`config.mk`:
```
export PLATFORM = sky130hd
export DESIGN_NAME = instr_mem_loader
export DESIGN_NICKNAME = d
export VERILOG_FILES = /design/src/rtl/instr_mem_loader.sv
export SDC_FILE = /design/constraint.sdc
export NUM_CORES = 1
export LEC_CHECK = 0
export CORE_MARGIN = 4
export CORE_UTILIZATION = 55
export DETAILED_ROUTE_END_ITERATION = 6
export HOLD_SLACK_MARGIN = 0.08
export PLACE_DENSITY_LB_ADDON = 0.15
export SLEW_MARGIN = 20
export SYNTH_ARGS = -nofsm -noshare
export SYNTH_HDL_FRONTEND = slang
export SYNTH_SLANG_ARGS = --single-unit
export TNS_END_PERCENT = 5
```
`constraint.sdc`:
```
create_clock -name clk -period 2.25 [get_ports clk]
set_input_delay 0.225 -clock clk [delete_from_list [all_inputs] [get_ports clk]]
set_output_delay 0.225 -clock clk [all_outputs]
set_load 0.02 [all_outputs]
```
`src/rtl/instr_mem_loader.sv`:
```
// Byte-stream program loader: parses SYNC/ADDR/LEN/payload/CHK frames and drives the
// instruction memory write port, holding the CPU while a load is in flight.
module instr_mem_loader #(
  parameter int          ADDR_W    = 8,
  parameter int          DATA_W    = 8,
  parameter logic [7:0]  SYNC_BYTE = 8'hA5,
  parameter int          TIMEOUT   = 1000
) (
  input  logic              clk,
  input  logic              reset,
  // A byte moves when rx_valid & rx_ready at a rising clk edge; rx_valid may toggle freely.
  input  logic              rx_valid,
  input  logic [7:0]        rx_data,
  output logic              rx_ready,
  output logic              mem_we,
  output logic [ADDR_W-1:0] mem_addr,
  output logic [DATA_W-1:0] mem_wdata,
  output logic              cpu_hold,
  output logic              busy,
  output logic              load_done,
  output logic              load_err
);
  localparam int CNT_W = $clog2(TIMEOUT + 1);

  typedef enum logic [2:0] {
    S_IDLE, S_ADDR, S_LEN, S_DATA, S_CHK, S_FINISH
  } state_t;

  state_t              state_q, state_d;
  logic [ADDR_W-1:0]   ptr_q, ptr_d;
  logic [8:0]          rem_q, rem_d;
  logic [7:0]          sum_q, sum_d;
  logic [CNT_W-1:0]    idle_q, idle_d;
  logic                we_q, we_d;
  logic [ADDR_W-1:0]   addr_q, addr_d;
  logic [DATA_W-1:0]   wdata_q, wdata_d;
  logic                hold_q, hold_d;
  logic                done_q, done_d;
  logic                err_q, err_d;

  logic accept;
  logic in_frame;
  logic timeout_hit;

  assign rx_ready    = !reset && (state_q != S_FINISH);
  assign accept      = rx_valid && rx_ready;
  assign in_frame    = (state_q == S_ADDR) || (state_q == S_LEN) ||
                       (state_q == S_DATA) || (state_q == S_CHK);
  // Abort on the TIMEOUT-th consecutive idle cycle inside a frame.
  assign timeout_hit = in_frame && !accept && (idle_q == CNT_W'(TIMEOUT - 1));

  always_ff @(posedge clk or posedge reset) begin
    if (reset) state_q <= S_IDLE;
    else       state_q <= state_d;
  end

  always_comb begin
    state_d = state_q;
    case (state_q)
      S_IDLE:   if (accept && rx_data == SYNC_BYTE) state_d = S_ADDR;
      S_ADDR:   if (accept) state_d = S_LEN;
      S_LEN:    if (accept) state_d = S_DATA;
      S_DATA:   if (accept && rem_q == 9'd1) state_d = S_CHK;
      S_CHK:    if (accept) state_d = S_FINISH;
      S_FINISH: state_d = S_IDLE;
      default:  state_d = S_IDLE;
    endcase
    if (timeout_hit) state_d = S_IDLE;
  end

  always_comb begin
    ptr_d   = ptr_q;
    rem_d   = rem_q;
    sum_d   = sum_q;
    idle_d  = (in_frame && !accept) ? idle_q + CNT_W'(1) : '0;
    we_d    = 1'b0;
    addr_d  = addr_q;
    wdata_d = wdata_q;
    hold_d  = hold_q;
    done_d  = 1'b0;
    err_d   = err_q;
    case (state_q)
      S_IDLE: if (accept && rx_data == SYNC_BYTE) begin
        hold_d = 1'b1;
        err_d  = 1'b0;
      end
      S_ADDR: if (accept) ptr_d = ADDR_W'(rx_data);
      S_LEN: if (accept) begin
        // LEN of zero encodes a full 256-byte payload.
        rem_d = (rx_data == 8'd0) ? 9'd256 : {1'b0, rx_data};
        sum_d = 8'd0;
      end
      S_DATA: if (accept) begin
        we_d    = 1'b1;
        addr_d  = ptr_q;
        wdata_d = DATA_W'(rx_data);
        ptr_d   = ptr_q + ADDR_W'(1);
        sum_d   = sum_q + rx_data;
        rem_d   = rem_q - 9'd1;
      end
      S_CHK: if (accept) begin
        if (rx_data == sum_q) done_d = 1'b1;
        else                  err_d  = 1'b1;
      end
      S_FINISH: if (done_q) hold_d = 1'b0;
      default: ;
    endcase
    if (timeout_hit) begin
      err_d  = 1'b1;
      idle_d = '0;
    end
  end

  always_ff @(posedge clk or posedge reset) begin
    if (reset) begin
      ptr_q   <= '0;
      rem_q   <= '0;
      sum_q   <= '0;
      idle_q  <= '0;
      we_q    <= 1'b0;
      addr_q  <= '0;
      wdata_q <= '0;
      hold_q  <= 1'b0;
      done_q  <= 1'b0;
      err_q   <= 1'b0;
    end else begin
      ptr_q   <= ptr_d;
      rem_q   <= rem_d;
      sum_q   <= sum_d;
      idle_q  <= idle_d;
      we_q    <= we_d;
      addr_q  <= addr_d;
      wdata_q <= wdata_d;
      hold_q  <= hold_d;
      done_q  <= done_d;
      err_q   <= err_d;
    end
  end

  assign busy      = (state_q != S_IDLE);
  assign mem_we    = we_q;
  assign mem_addr  = addr_q;
  assign mem_wdata = wdata_q;
  assign cpu_hold  = hold_q;
  assign load_done = done_q;
  assign load_err  = err_q;
endmodule

```
==> results.md, run 1 <==
- Count of TritonRoute iterations in the first routing pass: 4
- Largest family of logic cells by synthesized area: simple AND/OR/NAND/NOR gates
- Yosys reg bits: 58
- Synth Area in Adders: 0.05377
- Status: finished, final reports clean
- HPWL after DPL: 5090 um
- Worst path cell trace: or3_1, clkdlybuf4s50_1
- Global-route wire length before repair: 12600 um
- Final weighted congestion in routability-driven placement: 0.9898
- Longest Clk Path Bufs: 2
- Fillers: 432
- Most used flip-flop cell after synthesis: dfrtp_1
- Power density over the cells: 1325 mW/mm2
- Number of input and output port buffers inserted: 32
- Reg-to-reg setup timing slack: 0.33 ns
- Total instance count after detailed placement: 446
- Number of diodes: 0
- Area share of the largest cell type after synthesis: 0.4655
- Per-cell routed wire length: 15.86 um
- Count of nets left with antenna violations after detail routing: 0
- Final cycle utilization of the critical path: 0.9297
- Root Buffer: clkbuf_8
- Library cell with the largest summed area after synthesis: dfrtp_1
- Worst slew margin relative to its limit: 0.6440
- Detail-routed via count per cell: 5.824
- Slew at the pin closest to its max-slew limit: 0.5316 ns
- Die Y: 83.30 um
- CTS tree: yes
- Maximum fanout count along the critical path: 16
- Pin count of the biggest net entering global routing: 59
- Type of the worst setup path: flip-flop to output pin
- Mux cell area share after synthesis: 0.06140
- Cts bufs inserted: 9
- Ports placed on the boundary: 33
- Worst Hold Class: primary input to async pin
- Area fraction in compound gates after synthesis: 0.1441
- Mapped Nets: 358
- Placed instance area: 0.003647 mm2
- Number of nets at the end of the flow: 408
- Total core area: 0.005507 mm2
- Die outline width: 83.30 um
- Share of total power in sequential cells: 0.357
- Synthesis warning total: 0
- Most instantiated cells after synthesis: 58 x dfrtp_1, 39 x nor2_1, 32 x nand2_1
- Final Non-Filler Cells: 461
- Internal power component: 3100 uW
- Number of antenna violations at the first check in global routing: 0
- Total standard cell area after synthesis: 0.003118 mm2
- Sum of negative setup slack: 0 ns
- Total of max-cap violations: 0
- Main area contributors after synthesis: dfrtp_1 47%, mux2_2 6.1%, nor2_1 4.7%, ha_1 4.4%, a21oi_1 4.3%
- Critical Path Sink Type: output pin
- Later-pin clock latency in the skew report: 0.34 ns
- Number of enable-type register cells in the synthesized netlist: 0
- Number of distinct library cells after synthesis: 45
- Switching pwr: 2001 uW
- Syn Area/Cell: 9.307 um2
- Critical path data required time: 2.03 ns
- GRT overflow: 0
- Die Footprint: 0.006938 mm2
- Initial cell density of the core: 0.5662
- Slowest CP cell: clkdlybuf4s50_1
- Xor/xnor cell area share of the yosys netlist: 0.03652
- Final Setup Violations: 0
- Fraction of the mapped netlist area in simple logic gates: 0.2091
- Synthesis-to-layout area growth: 23.52%
- Seq/Total Area, Yosys: 0.4655
- Tot GR Track Use: 0.2254
- Row count: 27
- Combinational Power Share: 0.445
- Unrepaired setup endpoints after global routing: no
- Fraction of power spent switching nets: 0.3923
- Hold_buf cts: 0
- Fraction of final layout cells with drive strength greater than 1: 0.1491
- DRC violation count after routing: 0
- Final worst clock skew: 0.004975 ns
- Longest individual stage delay on the worst path: 0.56 ns
- Most frequently used cell type in the post-synthesis netlist: dfrtp_1
- Number of pins exceeding their max-slew limit in the final report: 0
- Critical path arrival: 1.87 ns
- Sort of element at the start of the critical path: flip-flop
- Share of flip-flops with an asynchronous set or reset: 1.000
- Detailed-route wire length: 7310 um
- Maximum clock frequency: 0.4781 GHz
- Maximum VDD drop: 0.7348 mV
- Final Cell Area: 0.003851 mm2
- Final Hold Vio Count: 0
- Vias in the first global route: 2680
- Clock group share of total power: 0.197
- Crit path time final: 2.092 ns
- Number of cells produced by synthesis: 335
- Clock slew at reported path FFs: 0.07 ns
- Leakage power figure: 0.001701 uW
- Depth of the CTS H-tree: 3
- Post-CTS setup-driven buffer insertion count: 0
- Detailed Route Iter0 Violations: 167
- Via count: 2685
- Clock sink count: 58
- Resized cells post-CTS: 0
## sequential cells by signal, indices dropped and copies added, names as in the netlist
name,cells
idle_q,10
rem_q,9
mem_addr,8
mem_wdata,8
ptr_q,8
sum_q,8
state_q,3
cpu_hold,1
load_done,1
load_err,1
mem_we,1
## placed cells by master (no fill, tap or decap), types with 2 or more instances in the layout
cell             Yosys  layout
inv_1                9       8
nor4_1               5       5
mux2_2              17      17
xnor2_1              3       3
o22ai_1              3       3
o22a_1               2       2
ha_1                11      11
o21ai_0             25      25
clkbuf_8             0      12
dfrtp_1             58      58
and3_1               6       6
and2_1               3       3
xor2_1              10      10
or3_1                3       3
nand2b_1             3       3
nor2_1              39      39
and4_1               2       2
nand4_1              3       3
clkdlybuf4s50_1      0      32
buf_4                0      21
nor3_1               9       9
a21o_1               2       2
nand3_1             17      17
a31oi_1              9       9
nor3b_1              4       4
nand2_1             32      32
a21oi_1             27      27
## final timing paths
path | endpoint | cells after the start | start
min in group clk | sum_q[2] | 2 | sum_q[2]
setup / recovery | busy | 2 | state_q[2]
hold / removal | idle_q[1] | 3 | reset
hold reg to reg | sum_q[2] | 2 | sum_q[2]
setup reg to reg | sum_q[6] | 7 | sum_q[0]
max in group asynchronous | sum_q[7] | 3 | reset
## critical path, delay by kind of cell, from the launching register on
family / cells / cell delay (ns)
buffers and inverters: 1 / 0.56
and+or+nand+nor: 1 / 0.43
DFF: 1 / 0.53
## logic make-up (layout without fill, tap and decap cells)
group,after synthesis,after routing
AND/OR/NAND/NOR,133,133
AO/OA/AOI/OAI,77,77
flip-flops,58,58
buffers and inverters,24,78
multiplexers,17,17
adder cells (fa/ha/maj),13,13
XOR/XNOR,13,13
## power by group through the flow
stage	logic (uW)	registers, uW	clock network (uW)
6_report	2270	1820	1010
5_1_grt	2520	1890	1070
4_1_cts	2280	1820	1020
3_5_place_dp	2260	1830	0
3_3_place_gp	2210	1800	0
2_1_floorplan	1310	1940	0
## metal layers
layer  global-route usage  vias up  part of all wire
met5                    0        -                 0
met2               0.3637       58              0.49
met3              0.04266       15             0.053
met4              0.09955        0             0.021
met1               0.2949     1315              0.44
li1                     -     1297                 -
## cell type report
| class | instances | area (um2) | area share |
|---|---|---|---|
| multi-input combinational | 253 | 1574 | 0.4087 |
| sequential | 58 | 1451 | 0.3769 |
| timing repair buffer | 54 | 498.0 | 0.1293 |
| clock buffer | 13 | 168.9 | 0.04386 |
| tap | 72 | 90.09 | 0.02339 |
| clock inverter | 2 | 35.03 | 0.009097 |
| inverter | 9 | 33.78 | 0.008772 |
## metrics by stage
step	util	hold WS, ns	total power (uW)	setup slack [ns]
2_1_floorplan	-	0.3756	3247	0.4989
3_3_place_gp	0.6623	0.4616	4010	0.05994
3_5_place_dp	0.6623	0.4710	4091	0.02966
4_1_cts	0.6994	0.3622	5117	0.1473
5_1_grt	0.6994	0.4201	5477	0.08609
6_report	0.6994	0.3470	5102	0.1582
Power figures use the tool's default switching activity.
==> run 2: changes to the inputs <==
HOLD_SLACK_MARGIN = default   (was 0.08)
SLEW_MARGIN = default   (was 20)
==> results of run 2 <==
No change in the layout: final DEF, timing and power equal those of run 1.
==> run 3: changes to the inputs <==
CORE_UTILIZATION = 30   (was 55)
==> run 3 against run 2 <==
Effect of this change: via count fell by 1.9%; critical path depth did not move; global-route usage fell by 7.6 points; final cell count rose by 13%; sequential share of layout area fell by 0.74 points; wire length rose by 9.9%; non-clock buffer count fell by 1; sequential power barely moved; largest power group unchanged.
==> results.md, run 3 (synthesis results as in run 1) <==
- Fraction of final layout cells with drive strength greater than 1: 0.1517 (+0.002571)
- Detailed Route Iter0 Violations: 131 (-22%)
- Number of antenna violations at the first check in global routing: 0 (unchanged)
- Tot GR Track Use: 0.1490 (-0.07631)
- Number of nets at the end of the flow: 407 (-0.25%)
- Hold_buf cts: 0 (unchanged)
- Root Buffer: clkbuf_8
- Longest individual stage delay on the worst path: 0.56 ns (about the same)
- Later-pin clock latency in the skew report: 0.35 ns (about the same)
- Synthesis-to-layout area growth: 26.00%
- GRT overflow: 0 (unchanged)
- Total core area: 0.009955 mm2 (+81%)
- Resized cells post-CTS: 0 (unchanged)
- Clock sink count: 58 (unchanged)
- Final Non-Filler Cells: 522 (+13%)
- Sort of element at the start of the critical path: flip-flop
- Final Setup Violations: 0 (unchanged)
- CTS tree: yes
- Unrepaired setup endpoints after global routing: no
- Ports placed on the boundary: 33 (unchanged)
- Final weighted congestion in routability-driven placement: 0.8205 (-17%)
- Total Power Consumption: 5106 uW (about the same)
- Status: finished, final reports clean
- Detail-routed via count per cell: 5.048 (-13%)
- Leakage power figure: 0.001689 uW (-0.68%)
- Clock slew at reported path FFs: 0.07 ns (about the same)
- Total of max-cap violations: 0 (unchanged)
- Fillers: 983 (+130%)
- Registers with the most flip-flops: idle_q x10, rem_q x9
- Count of nets left with antenna violations after detail routing: 0 (unchanged)
- Maximum fanout count along the critical path: 16 (unchanged)
- Slowest CP cell: clkdlybuf4s50_1
- Die Footprint: 0.01209 mm2 (+74%)
- Detailed-route wire length: 8034 um (+9.9%)
- Worst Hold Class: primary input to async pin
- Final worst clock skew: 0.01500 ns (+0.01003 ns)
- Critical Path Sink Type: output pin
- Depth of the CTS H-tree: 3 (unchanged)
- Longest Clk Path Bufs: 2 (unchanged)
- Final Hold Vio Count: 0 (unchanged)
- Row count: 36 (+33%)
- Via count: 2635 (-1.9%)
- Register ranked first by flip-flop count: idle_q
- Slew at the pin closest to its max-slew limit: 0.5318 ns (+0.0002393 ns)
- Number of diodes: 0 (unchanged)
- Die outline width: 109.9 um (+32%)
- Cts bufs inserted: 9 (unchanged)
- DRC violation count after routing: 0 (unchanged)
- Critical path data required time: 2.03 ns (about the same)
- Total instance count after detailed placement: 506 (+13%)
- Vias in the first global route: 2726 (+1.7%)
- Maximum VDD drop: 0.4987 mV (-32%)
- Number of input and output port buffers inserted: 32 (unchanged)
- HPWL after DPL: 5562 um (+9.3%)
- Type of the worst setup path: flip-flop to output pin
- Maximum clock frequency: 0.4754 GHz (-0.56%)
- Critical path arrival: 1.88 ns (about the same)
- Final cycle utilization of the critical path: 0.9349 (+0.005244)
- Worst path cell trace: or3_1, clkdlybuf4s50_1
- Commonest non-fill, non-tap cells in the layout: 58 x dfrtp_1, 39 x nor2_1, 32 x nand2_1, 32 x clkdlybuf4s50_1, 27 x a21oi_1
- Per-cell routed wire length: 15.39 um (-2.9%)
- Initial cell density of the core: 0.3132 (-0.2530)
- Worst slew margin relative to its limit: 0.6438 (about the same)
- Power density over the cells: 1300 mW/mm2 (-1.9%)
- Post-CTS setup-driven buffer insertion count: 0 (unchanged)
- Most common library cell in the layout ignoring fill and taps: dfrtp_1
- Max reg flops: 10 (unchanged)
- Crit path time final: 2.104 ns (+0.01180 ns)
- Global-route wire length before repair: 13770 um (+9.3%)
- Die Y: 109.9 um (+32%)
- Smallest hold slack: 0.3588 ns (+0.01184 ns)
- Number of pins exceeding their max-slew limit in the final report: 0 (unchanged)
- Count of TritonRoute iterations in the first routing pass: 4 (unchanged)
- Pin count of the biggest net entering global routing: 59 (unchanged)
## run 3: critical path: cells and delay by family (launching register included)
| kind | cells | cell delay (ns) |
|---|---|---|
| simple gates | 1 | 0.43 |
| flops | 1 | 0.55 |
| buf+inv | 1 | 0.56 |
## run 3: final cells by class
class,instances,area (um2),area share
clock buffers,11,151.4,0.03853
flip-flops and latches,58,1451,0.3694
well taps,133,166.4,0.04236
multi-input cells,253,1574,0.4006
repair buffers,53,490.5,0.1248
clock inverters,5,61.31,0.01561
inverters,9,33.78,0.008599
## run 3: path summary, 6_finish.rpt
path	start	end	slack (ns)	depth (start not counted)
max	state_q[2]	busy	0.15	2
min	reset	state_q[0]	0.36	3
max reg2reg	rem_q[3]	state_q[2]	0.31	5
min reg2reg	sum_q[0]	sum_q[0]	0.47	2
max in group asynchronous	reset	mem_wdata[1]	1.60	3
min in group clk	sum_q[0]	sum_q[0]	0.47	2
## run 3: metal layers
layer | share of wire | track usage
met2 | 0.48 | 0.2392
met5 | 0 | 0
met4 | 0.014 | 0.04809
met1 | 0.47 | 0.1996
met3 | 0.035 | 0.03230
## run 3: per-stage QoR
step / setup WS (ns) / utilization / setup TNS [ns] / cell area (um2)
floorplan: 0.4989 / - / 0 / 3118
global placement: -0.01257 / 0.3733 / -0.01257 / 3716
detailed placement: -0.01808 / 0.3733 / -0.01883 / 3716
CTS: 0.1321 / 0.3947 / 0 / 3929
global route: 0.04900 / 0.3947 / 0 / 3929
finish: 0.1464 / 0.3947 / 0 / 3929
## run 3: report_power, final
part           switching [uW]  internal (uW)
logic                    1190           1020
clock network             476            576
registers                 386           1450
